**src/rtl/alu_ctrl_pkg.sv**
```systemverilog
// Shared types and constants for the bit-serial ALU controller.
//   state_t      : controller FSM states
//   MODE_*       : arithmetic / logic mode select
//   OP_*         : slice opcodes (arithmetic and logic sets overlap in encoding)
//   init_carry() : carry-in presented on bit 0 of an operation
package alu_ctrl_pkg;

  typedef enum logic [1:0] {
    IDLE = 2'd0,
    RUN  = 2'd1,
    DONE = 2'd2
  } state_t;

  localparam logic MODE_ARITH = 1'b0;
  localparam logic MODE_LOGIC = 1'b1;

  // arithmetic mode opcodes
  localparam logic [2:0] OP_ADD   = 3'b000;
  localparam logic [2:0] OP_MOV   = 3'b010;
  localparam logic [2:0] OP_SUB   = 3'b011;
  localparam logic [2:0] OP_LOAD  = 3'b100;
  localparam logic [2:0] OP_STORE = 3'b110;

  // logic mode opcodes
  localparam logic [2:0] OP_AND = 3'b000;
  localparam logic [2:0] OP_OR  = 3'b001;
  localparam logic [2:0] OP_XOR = 3'b010;
  localparam logic [2:0] OP_NOT = 3'b011;
  localparam logic [2:0] OP_SHL = 3'b101;
  localparam logic [2:0] OP_NOP = 3'b111;

  // The slice inverts b for SUB, so a carry-in of 1 completes the two's complement.
  function automatic logic init_carry(input logic mode, input logic [2:0] op);
    return (mode == MODE_ARITH) && (op == OP_SUB);
  endfunction

endpackage

```
**src/rtl/serial_shift_reg.sv**
```systemverilog
// Parallel-load, shift-right register with serial in at the MSB.
//   i_clk, i_reset   : clock, synchronous active-high reset (clears contents)
//   i_load/i_load_data : parallel load (has priority over shift)
//   i_shift/i_serial_in : shift right one place, i_serial_in enters at MSB
//   o_serial_out     : current LSB
//   o_data           : full register contents
module serial_shift_reg #(
  parameter int WIDTH = 8
) (
  input  logic             i_clk,
  input  logic             i_reset,
  input  logic             i_load,
  input  logic [WIDTH-1:0] i_load_data,
  input  logic             i_shift,
  input  logic             i_serial_in,
  output logic             o_serial_out,
  output logic [WIDTH-1:0] o_data
);

  logic [WIDTH-1:0] r_data;

  always_ff @(posedge i_clk) begin
    if (i_reset) begin
      r_data <= '0;
    end else if (i_load) begin
      r_data <= i_load_data;
    end else if (i_shift) begin
      r_data <= {i_serial_in, r_data[WIDTH-1:1]};
    end
  end

  assign o_serial_out = r_data[0];
  assign o_data       = r_data;

endmodule

```
**src/rtl/serial_alu_ctrl.sv**
```systemverilog
// Bit-serial sequencer for an external one-bit ALU slice. Operands are sent
// LSB-first, one bit per clock, with the carry registered between bits; the
// WIDTH-bit result and carry/zero flags are assembled and held after done.
//
// Ports:
//   i_clk, i_reset          : clock, synchronous active-high reset
//   i_start / o_ready       : request, accepted only while o_ready=1
//   i_op_a, i_op_b          : operands (sampled on accepted start)
//   i_operation, i_mode     : opcode and mode (0 arith, 1 logic)
//   o_result, o_carry_flag, o_zero_flag : held from done until next start
//   o_done                  : one-cycle completion pulse
//   o_alu_a/b/cin/mode/op   : bit-level drive to the slice (0 outside RUN)
//   i_alu_out, i_alu_cout   : slice output and carry-out
//   o_overflow_flag         : only when OVERFLOW_FLAG_EN is defined
//
// Build option: OVERFLOW_FLAG_EN adds the signed-overflow flag.
//
// state | meaning
// IDLE  | ready, waiting for start
// RUN   | driving bit r_cnt of the operands to the slice
// DONE  | one-cycle done pulse, flags already registered
module serial_alu_ctrl
  import alu_ctrl_pkg::*;
#(
  parameter int WIDTH = 8
) (
  input  logic             i_clk,
  input  logic             i_reset,
  input  logic             i_start,
  output logic             o_ready,
  input  logic [WIDTH-1:0] i_op_a,
  input  logic [WIDTH-1:0] i_op_b,
  input  logic [2:0]       i_operation,
  input  logic             i_mode,
  output logic [WIDTH-1:0] o_result,
  output logic             o_carry_flag,
  output logic             o_zero_flag,
  output logic             o_done,
`ifdef OVERFLOW_FLAG_EN
  output logic             o_overflow_flag,
`endif
  output logic             o_alu_a,
  output logic             o_alu_b,
  output logic             o_alu_cin,
  output logic             o_alu_mode,
  output logic [2:0]       o_alu_op,
  input  logic             i_alu_out,
  input  logic             i_alu_cout
);

  localparam int CW = (WIDTH > 1) ? $clog2(WIDTH) : 1;
  localparam logic [CW-1:0] CNT_LAST = CW'(WIDTH - 1);

  state_t r_state, w_state_next;

  logic [CW-1:0]    r_cnt;
  logic             r_carry;
  logic             r_prev_a;
  logic [2:0]       r_op;
  logic             r_mode;
  logic [WIDTH-1:0] r_result;
  logic             r_carry_flag;
  logic             r_zero_flag;

  logic             w_accept;
  logic             w_run;
  logic             w_last;
  logic             w_is_shl;
  logic             w_a_lsb;
  logic             w_b_lsb;
  logic [WIDTH-1:0] w_res_sr;
  logic [WIDTH-1:0] w_res_final;
  logic [WIDTH-1:0] w_a_par_unused;
  logic [WIDTH-1:0] w_b_par_unused;
  logic             w_res_lsb_unused;

  assign w_accept = (r_state == IDLE) && i_start;
  assign w_run    = (r_state == RUN);
  assign w_last   = w_run && (r_cnt == CNT_LAST);
  assign w_is_shl = (r_mode == MODE_LOGIC) && (r_op == OP_SHL);

  serial_shift_reg #(.WIDTH(WIDTH)) u_sr_a (
    .i_clk        (i_clk),
    .i_reset      (i_reset),
    .i_load       (w_accept),
    .i_load_data  (i_op_a),
    .i_shift      (w_run),
    .i_serial_in  (1'b0),
    .o_serial_out (w_a_lsb),
    .o_data       (w_a_par_unused)
  );

  serial_shift_reg #(.WIDTH(WIDTH)) u_sr_b (
    .i_clk        (i_clk),
    .i_reset      (i_reset),
    .i_load       (w_accept),
    .i_load_data  (i_op_b),
    .i_shift      (w_run),
    .i_serial_in  (1'b0),
    .o_serial_out (w_b_lsb),
    .o_data       (w_b_par_unused)
  );

  // Slice output enters at the MSB; after WIDTH shifts bit i sits at result[i].
  serial_shift_reg #(.WIDTH(WIDTH)) u_sr_res (
    .i_clk        (i_clk),
    .i_reset      (i_reset),
    .i_load       (w_accept),
    .i_load_data  ({WIDTH{1'b0}}),
    .i_shift      (w_run),
    .i_serial_in  (i_alu_out),
    .o_serial_out (w_res_lsb_unused),
    .o_data       (w_res_sr)
  );

  // Value the result register will hold after the final shift.
  assign w_res_final = {i_alu_out, w_res_sr[WIDTH-1:1]};

  always_ff @(posedge i_clk) begin
    if (i_reset) begin
      r_state <= IDLE;
    end else begin
      r_state <= w_state_next;
    end
  end

  always_comb begin
    w_state_next = r_state;
    o_ready      = 1'b0;
    o_done       = 1'b0;
    o_alu_a      = 1'b0;
    o_alu_b      = 1'b0;
    o_alu_cin    = 1'b0;
    o_alu_mode   = 1'b0;
    o_alu_op     = 3'b000;
    case (r_state)
      IDLE: begin
        o_ready = 1'b1;
        if (i_start) w_state_next = RUN;
      end
      RUN: begin
        // SHL: feed the previous A bit through the slice in pass-through mode.
        o_alu_a    = w_is_shl ? r_prev_a : w_a_lsb;
        o_alu_b    = w_b_lsb;
        o_alu_cin  = r_carry;
        o_alu_mode = r_mode;
        o_alu_op   = w_is_shl ? OP_NOP : r_op;
        if (w_last) w_state_next = DONE;
      end
      DONE: begin
        o_done       = 1'b1;
        w_state_next = IDLE;
      end
      default: w_state_next = IDLE;
    endcase
  end

  always_ff @(posedge i_clk) begin
    if (i_reset) begin
      r_cnt        <= '0;
      r_carry      <= 1'b0;
      r_prev_a     <= 1'b0;
      r_op         <= 3'b000;
      r_mode       <= 1'b0;
      r_result     <= '0;
      r_carry_flag <= 1'b0;
      r_zero_flag  <= 1'b0;
    end else if (w_accept) begin
      r_cnt    <= '0;
      r_carry  <= init_carry(i_mode, i_operation);
      r_prev_a <= 1'b0;
      r_op     <= i_operation;
      r_mode   <= i_mode;
    end else if (w_run) begin
      r_cnt    <= r_cnt + 1'b1;
      r_carry  <= i_alu_cout;
      r_prev_a <= w_a_lsb;
      if (w_last) begin
        r_result     <= w_res_final;
        r_carry_flag <= (r_mode == MODE_ARITH) ? i_alu_cout : 1'b0;
        r_zero_flag  <= (w_res_final == '0);
      end
    end
  end

`ifdef OVERFLOW_FLAG_EN
  logic r_overflow_flag;

  // On the last bit r_carry is the carry into the MSB.
  always_ff @(posedge i_clk) begin
    if (i_reset) begin
      r_overflow_flag <= 1'b0;
    end else if (w_last) begin
      r_overflow_flag <= (r_mode == MODE_ARITH) ? (r_carry ^ i_alu_cout) : 1'b0;
    end
  end

  assign o_overflow_flag = r_overflow_flag;
`endif

  assign o_result     = r_result;
  assign o_carry_flag = r_carry_flag;
  assign o_zero_flag  = r_zero_flag;

endmodule

```
**config.mk**
```make
export PLATFORM = sky130hd
export DESIGN_NAME = serial_alu_ctrl
export DESIGN_NICKNAME = d
export VERILOG_FILES = /design/src/rtl/alu_ctrl_pkg.sv /design/src/rtl/serial_shift_reg.sv /design/src/rtl/serial_alu_ctrl.sv
export SDC_FILE = /design/constraint.sdc
export NUM_CORES = 1
export LEC_CHECK = 0
export BUFFER_PORTS_ARGS = -buffer_cell sky130_fd_sc_hd__buf_2
export CORE_ASPECT_RATIO = 0.75
export CORE_MARGIN = 5
export CORE_UTILIZATION = 45
export CTS_BUF_LIST = sky130_fd_sc_hd__clkbuf_8 sky130_fd_sc_hd__clkbuf_16
export DETAILED_ROUTE_END_ITERATION = 16
export MAX_ROUTING_LAYER = met4
export PLACE_DENSITY = 0.75
export SLEW_MARGIN = 20
export SYNTH_ARGS = -nofsm -noshare
export SYNTH_HDL_FRONTEND = slang
export SYNTH_SLANG_ARGS = --single-unit
```
**constraint.sdc**
```tcl
create_clock -name i_clk -period 2.3 [get_ports i_clk]
set_clock_uncertainty 0.05 [all_clocks]
set_input_delay 0.345 -clock i_clk [delete_from_list [all_inputs] [get_ports i_clk]]
set_output_delay 0.345 -clock i_clk [all_outputs]
set_load 0.01 [all_outputs]
```
# == Yosys cells after proc, flatten, opt, wreduce, memory -nomap -nowiden ==
# Cells that the tools add are included.
# word_totals
elab_cells,51
input_bits,25
reg_bits,45
output_inout_bits,19
# op_classes
eq_ne,7
bitwise_logic,2
n_reduce_logical,10
n_addsub,1
mux,19
# op_table
operator,n
8-bit 2-to-1 mux,4
1-bit 2-to-1 mux,10
8-bit zero test,1
3-bit equality test (second input constant),2
3-bit 2-to-1 mux,2
1-bit logical AND,4
2-bit 2-to-1 mux,2
2-bit case mux with 2 select lines,1
3-bit by 1-bit adder with 3-bit output (second input constant),1
3-bit by 2-bit equality test with 1-bit output (second input constant),1
3-bit AND reduction,1
2-bit by 1-bit equality test with 1-bit output (second input constant),1
2-bit equality test (second input constant),1
2-bit zero test,1
2-bit by 1-bit != test with 1-bit output (second input constant),1
2-bit != test (second input constant),1
1-bit inverter,2
2-bit AND reduction,1
2-bit nonzero test,1
2-bit OR reduction,1

# == Longest topological paths before layout ==
# depth
word_depth,4
depth_mapped,6
depth_no_buf,5

# == Hierarchy ==
# From an unflattened synthesis, not the netlist that was laid out.
# hier_totals
hier_cells,211
hier_area_um2,2062.0
# by_module_without_submodules
mod,instances,cells_per_inst,area_per_inst_um2,seq_area_each_um2
serial_shift_reg,3,36,376.6,160.2
serial_alu_ctrl,1,103,932.1,420.4

# == Worst setup path after synthesis ==
# OpenSTA, ideal clock, no wires.
# synth_path
path_kind,reg2out
from,reg r_state[1]
to,out o_alu_op[1]
n_path_buf,3
slack_ns,0.822
path_stages_with_launch,6
required_ns,1.905
arrival_ns,1.083
path_cell_list,dfxtp_1 -> buf_2 -> nand2b_1 -> buf_2 -> buf_2 -> a21oi_1
# synth_via
elab_chain_cells,2
# synth_rtl
element,line,text
"start, declared",serial_alu_ctrl.sv:54,"state_t r_state, w_state_next;"
"start signal, assigned",serial_alu_ctrl.sv:123,r_state <= w_state_next;
2-bit by 1-bit equality test with 1-bit output,serial_alu_ctrl.sv:136,case (r_state)
3-bit 2-to-1 mux,serial_alu_ctrl.sv:136,
"end, declared",serial_alu_ctrl.sv:46,"output logic [2:0] o_alu_op,"
# Every way passes these cells.

# == Worst setup path in the final report ==
# layout_path
from,reg r_state[0]
to,out o_alu_op[2]
# The elaborated chain is that of the path after synthesis.

==> results.toml <==
[status]
status = "complete, no violations"

[setup_path]
cp-start-kind = "register"
worstPathRequired_ns = 1.90
cp_cell_sequence = "buf_4 > nor2b_1 > and2_1 > buf_2"
slowest_delay_ns = 0.34
crit_type = "register to output port"
cp_slowest_cell = "dfxtp_1"
crit_fanout = 19
crit_path_end_kind = "output port"
path_buf_inv = 2
worstPathArrival_ns = 1.49
cpLargestDelayFamily = "simple AND/OR/NAND/NOR gates"

[drt]
ant_nets = 0
wire_per_inst_um = 12.9
viasPerCell = 4.95
drc = 0
drt_iter0_drc = 86
drtPass1Iterations = 4
wirelength_mm = 4.47
vias = 1719

[clock_tree]
clk_latency_ns = 0.30
cts_tree = "done"
cts_root_buffer = "clkbuf_8"
cts_inserted_buffers = 5
cts_max_level = 2
holdBufCountCts = 0
clkSinkCount = 44
ctsResizeCount = 0
path_clk_slew_ns = 0.09
post_cts_buffers = 0
cts_buffer_depth = 2

[final_layout]
antenna_cells = 0
area_delta_synth_final_pct = 13.9
nets = 313
fin_area_um2 = 2500
stdcell_count = 347
final_common_cell = "dfxtp_1"
final.fill_count = 464
final_cell_mix = "dfxtp_1, buf_2, nand2_1, nor2_1, a21oi_1"
drive_above_1_share_pct = 35.9

[floorplanning]
dieArea_um2 = 6380
initial_core_util_pct = 45.5
io-pin-count = 44
die_w_um = 90.6
std_cell_rows = 22
die_h_um = 70.5
core_area_um2 = 4820

[placement]
dp_slack_ns = 0.666
gp_congestion = 0.817
dp_cells = 339
placed_area_um2 = 2380
hpwl_mm = 3.18
portBuffers = 43

[yosys]
synth_adder_area_share_pct = 1.14
synth-seq-cells = 44
ys_seq_area_share_pct = 40.2
syn-cell-area_um2 = 2190
yosys.area_share.xor_xnor_pct = 0.399
synthCells = 249
yosysWarnings = 0
yosys.area_share.simple_pct = 31.5
synthMuxAreaShare_pct = 2.28
synth_top_family_by_area = "simple AND/OR/NAND/NOR gates"
syn_area_per_cell_um2 = 8.81
synth_cell_types = 38
syn_nets = 276
synth_compound_area_share_pct = 16.2

[sta]
rsz0062_at_grt = "false"
maxSlewHeadroom_pct = 69.1
final-max-slew-violation-count = 0
fmax_mhz = 529
setup-tns-final_ns = 0
fin_ws_ns = 0.411
setup_violations = 0
post-route-period-util_pct = 82.1
final.min_clock_period_ns = 1.89
worst_slew_pin_slew_ns = 0.462
hold_violations = 0

[power]
power_leakage_nw = 1.01
vdd_drop_max_mv = 0.378
power_density_nw_per_um2 = 672

[flow_run]
drv_cap = 0

[global_routing]
antenna_found_initial = 0
grt_overflow = 0
grt_pass1_vias = 1710
grt_pass1_wl_mm = 7.77
grt_max_degree = 23
track_usage_pct = 15.2

[hold_path]
hold_path.class = "input pin to register"
-- cells in the mapped netlist --
cell,n,area (um2)
a21oi_1,21,105
buf_2,6,30.0
a22o_1,1,8.76
or2_2,1,6.26
and2_1,4,25.0
nor3b_4,1,18.8
a21oi_2,19,166
nand2b_1,11,68.8
ha_1,2,25.0
a31oi_1,1,6.26
nor2_2,2,12.5
buf_4,4,30.0
nor4_1,2,12.5
buf_12,2,40.0
nor2b_1,4,25.0
nand2_1,35,131
o21ba_2,1,10.0
xnor2_1,1,8.76
nand2_2,6,37.5
or3b_1,10,87.6
nand4_1,1,6.26
nor2_1,28,105
nand4b_1,1,8.76
a211oi_2,1,12.5
or2_4,1,8.76
nand3_1,1,5.00
o22ai_1,2,12.5
o221a_2,3,33.8
clkbuf_1,3,11.3
dfxtp_1,44,881
mux2i_1,5,50.1
buf_1,1,3.75
nand3b_1,2,15.0
buf_6,4,45.0
inv_1,6,22.5
nor3_2,10,100
or2b_1,1,7.51
and3b_1,1,8.76
-- stage by stage --
stage | total power [W] | util, % | hold slack [ns]
after global routing | 0.00175 | 51.8 | 0.250
after detailed placement | 0.00107 | 49.3 | 0.396
final | 0.00168 | 51.8 | 0.242
after global placement | 0.00106 | 49.3 | 0.393
after floorplan | 0.00102 | - | 0.387
after CTS | 0.00169 | 51.8 | 0.235
-- tightest hold or removal path, delay by kind of cell --
| family | cells | cell delay [ns] |
|---|---|---|
| AND/OR/NAND/NOR | 1 | 0.06 |
| buffers and inverters | 1 | 0.12 |
| AO/OA/AOI/OAI | 1 | 0.04 |
-- layout make-up --
class	count	area (um2)	share of cell area [%]
flip-flops and latches	44	881	35.3
clock buffers	6	82.6	3.31
multi-input cells	179	1130	45.2
well taps	60	75.1	3.01
repair buffers	50	268	10.7
inverters	6	22.5	0.902
clock inverters	2	38.8	1.55
-- flip-flops by register name, summed over array words and instances, names as in the netlist --
register,flops
r_prev_a,1
u_sr_res.o_data,7
r_mode,1
o_zero_flag,1
u_sr_b.o_data,8
r_carry,1
r_state,2
o_result,8
r_cnt,3
u_sr_a.o_data,8
o_carry_flag,1
r_op,3
-- report_power, final --
part	internal [W]	total, W	switching, W	leakage [nW]
clock	0.000355	0.000631	0.000275	0.0614
sequential	0.000798	0.000818	0.0000205	0.360
combinational	0.000104	0.000229	0.000125	0.585
-- layer usage --
layer	global-route usage (%)	vias to the layer above	share of wire, %
li1	-	899	-
met1	19.3	773	50
met2	23.4	37	45
met3	3.66	10	3.7
met4	5.95	0	1.8
met5	-	-	0
-- final timing paths --
| check | startpoint | end | slack [ns] | cells after the start |
|---|---|---|---|---|
| worst min register to register | o_result[2]$_SDFFE_PP0P_ | o_result[2]$_SDFFE_PP0P_ | 0.40 | 2 |
| worst min-delay path | i_alu_out | u_sr_res.o_data[7]$_SDFFE_PP0P_ | 0.24 | 3 |
| worst max-delay path | r_state[0]$_SDFFE_PP0P_ | o_alu_op[2] | 0.41 | 4 |
| worst max register to register | r_state[0]$_SDFFE_PP0P_ | u_sr_res.o_data[1]$_SDFFE_PP0P_ | 0.75 | 5 |
-- cells by family after synthesis --
family                   count (synthesis)
flip-flops                              44
buffers and inverters                   26
multiplexers                             5
XOR/XNOR                                 1
adder cells (fa/ha/maj)                  2
AO/OA/AOI/OAI                           49
AND/OR/NAND/NOR                        122
Power figures use the tool's default switching activity.
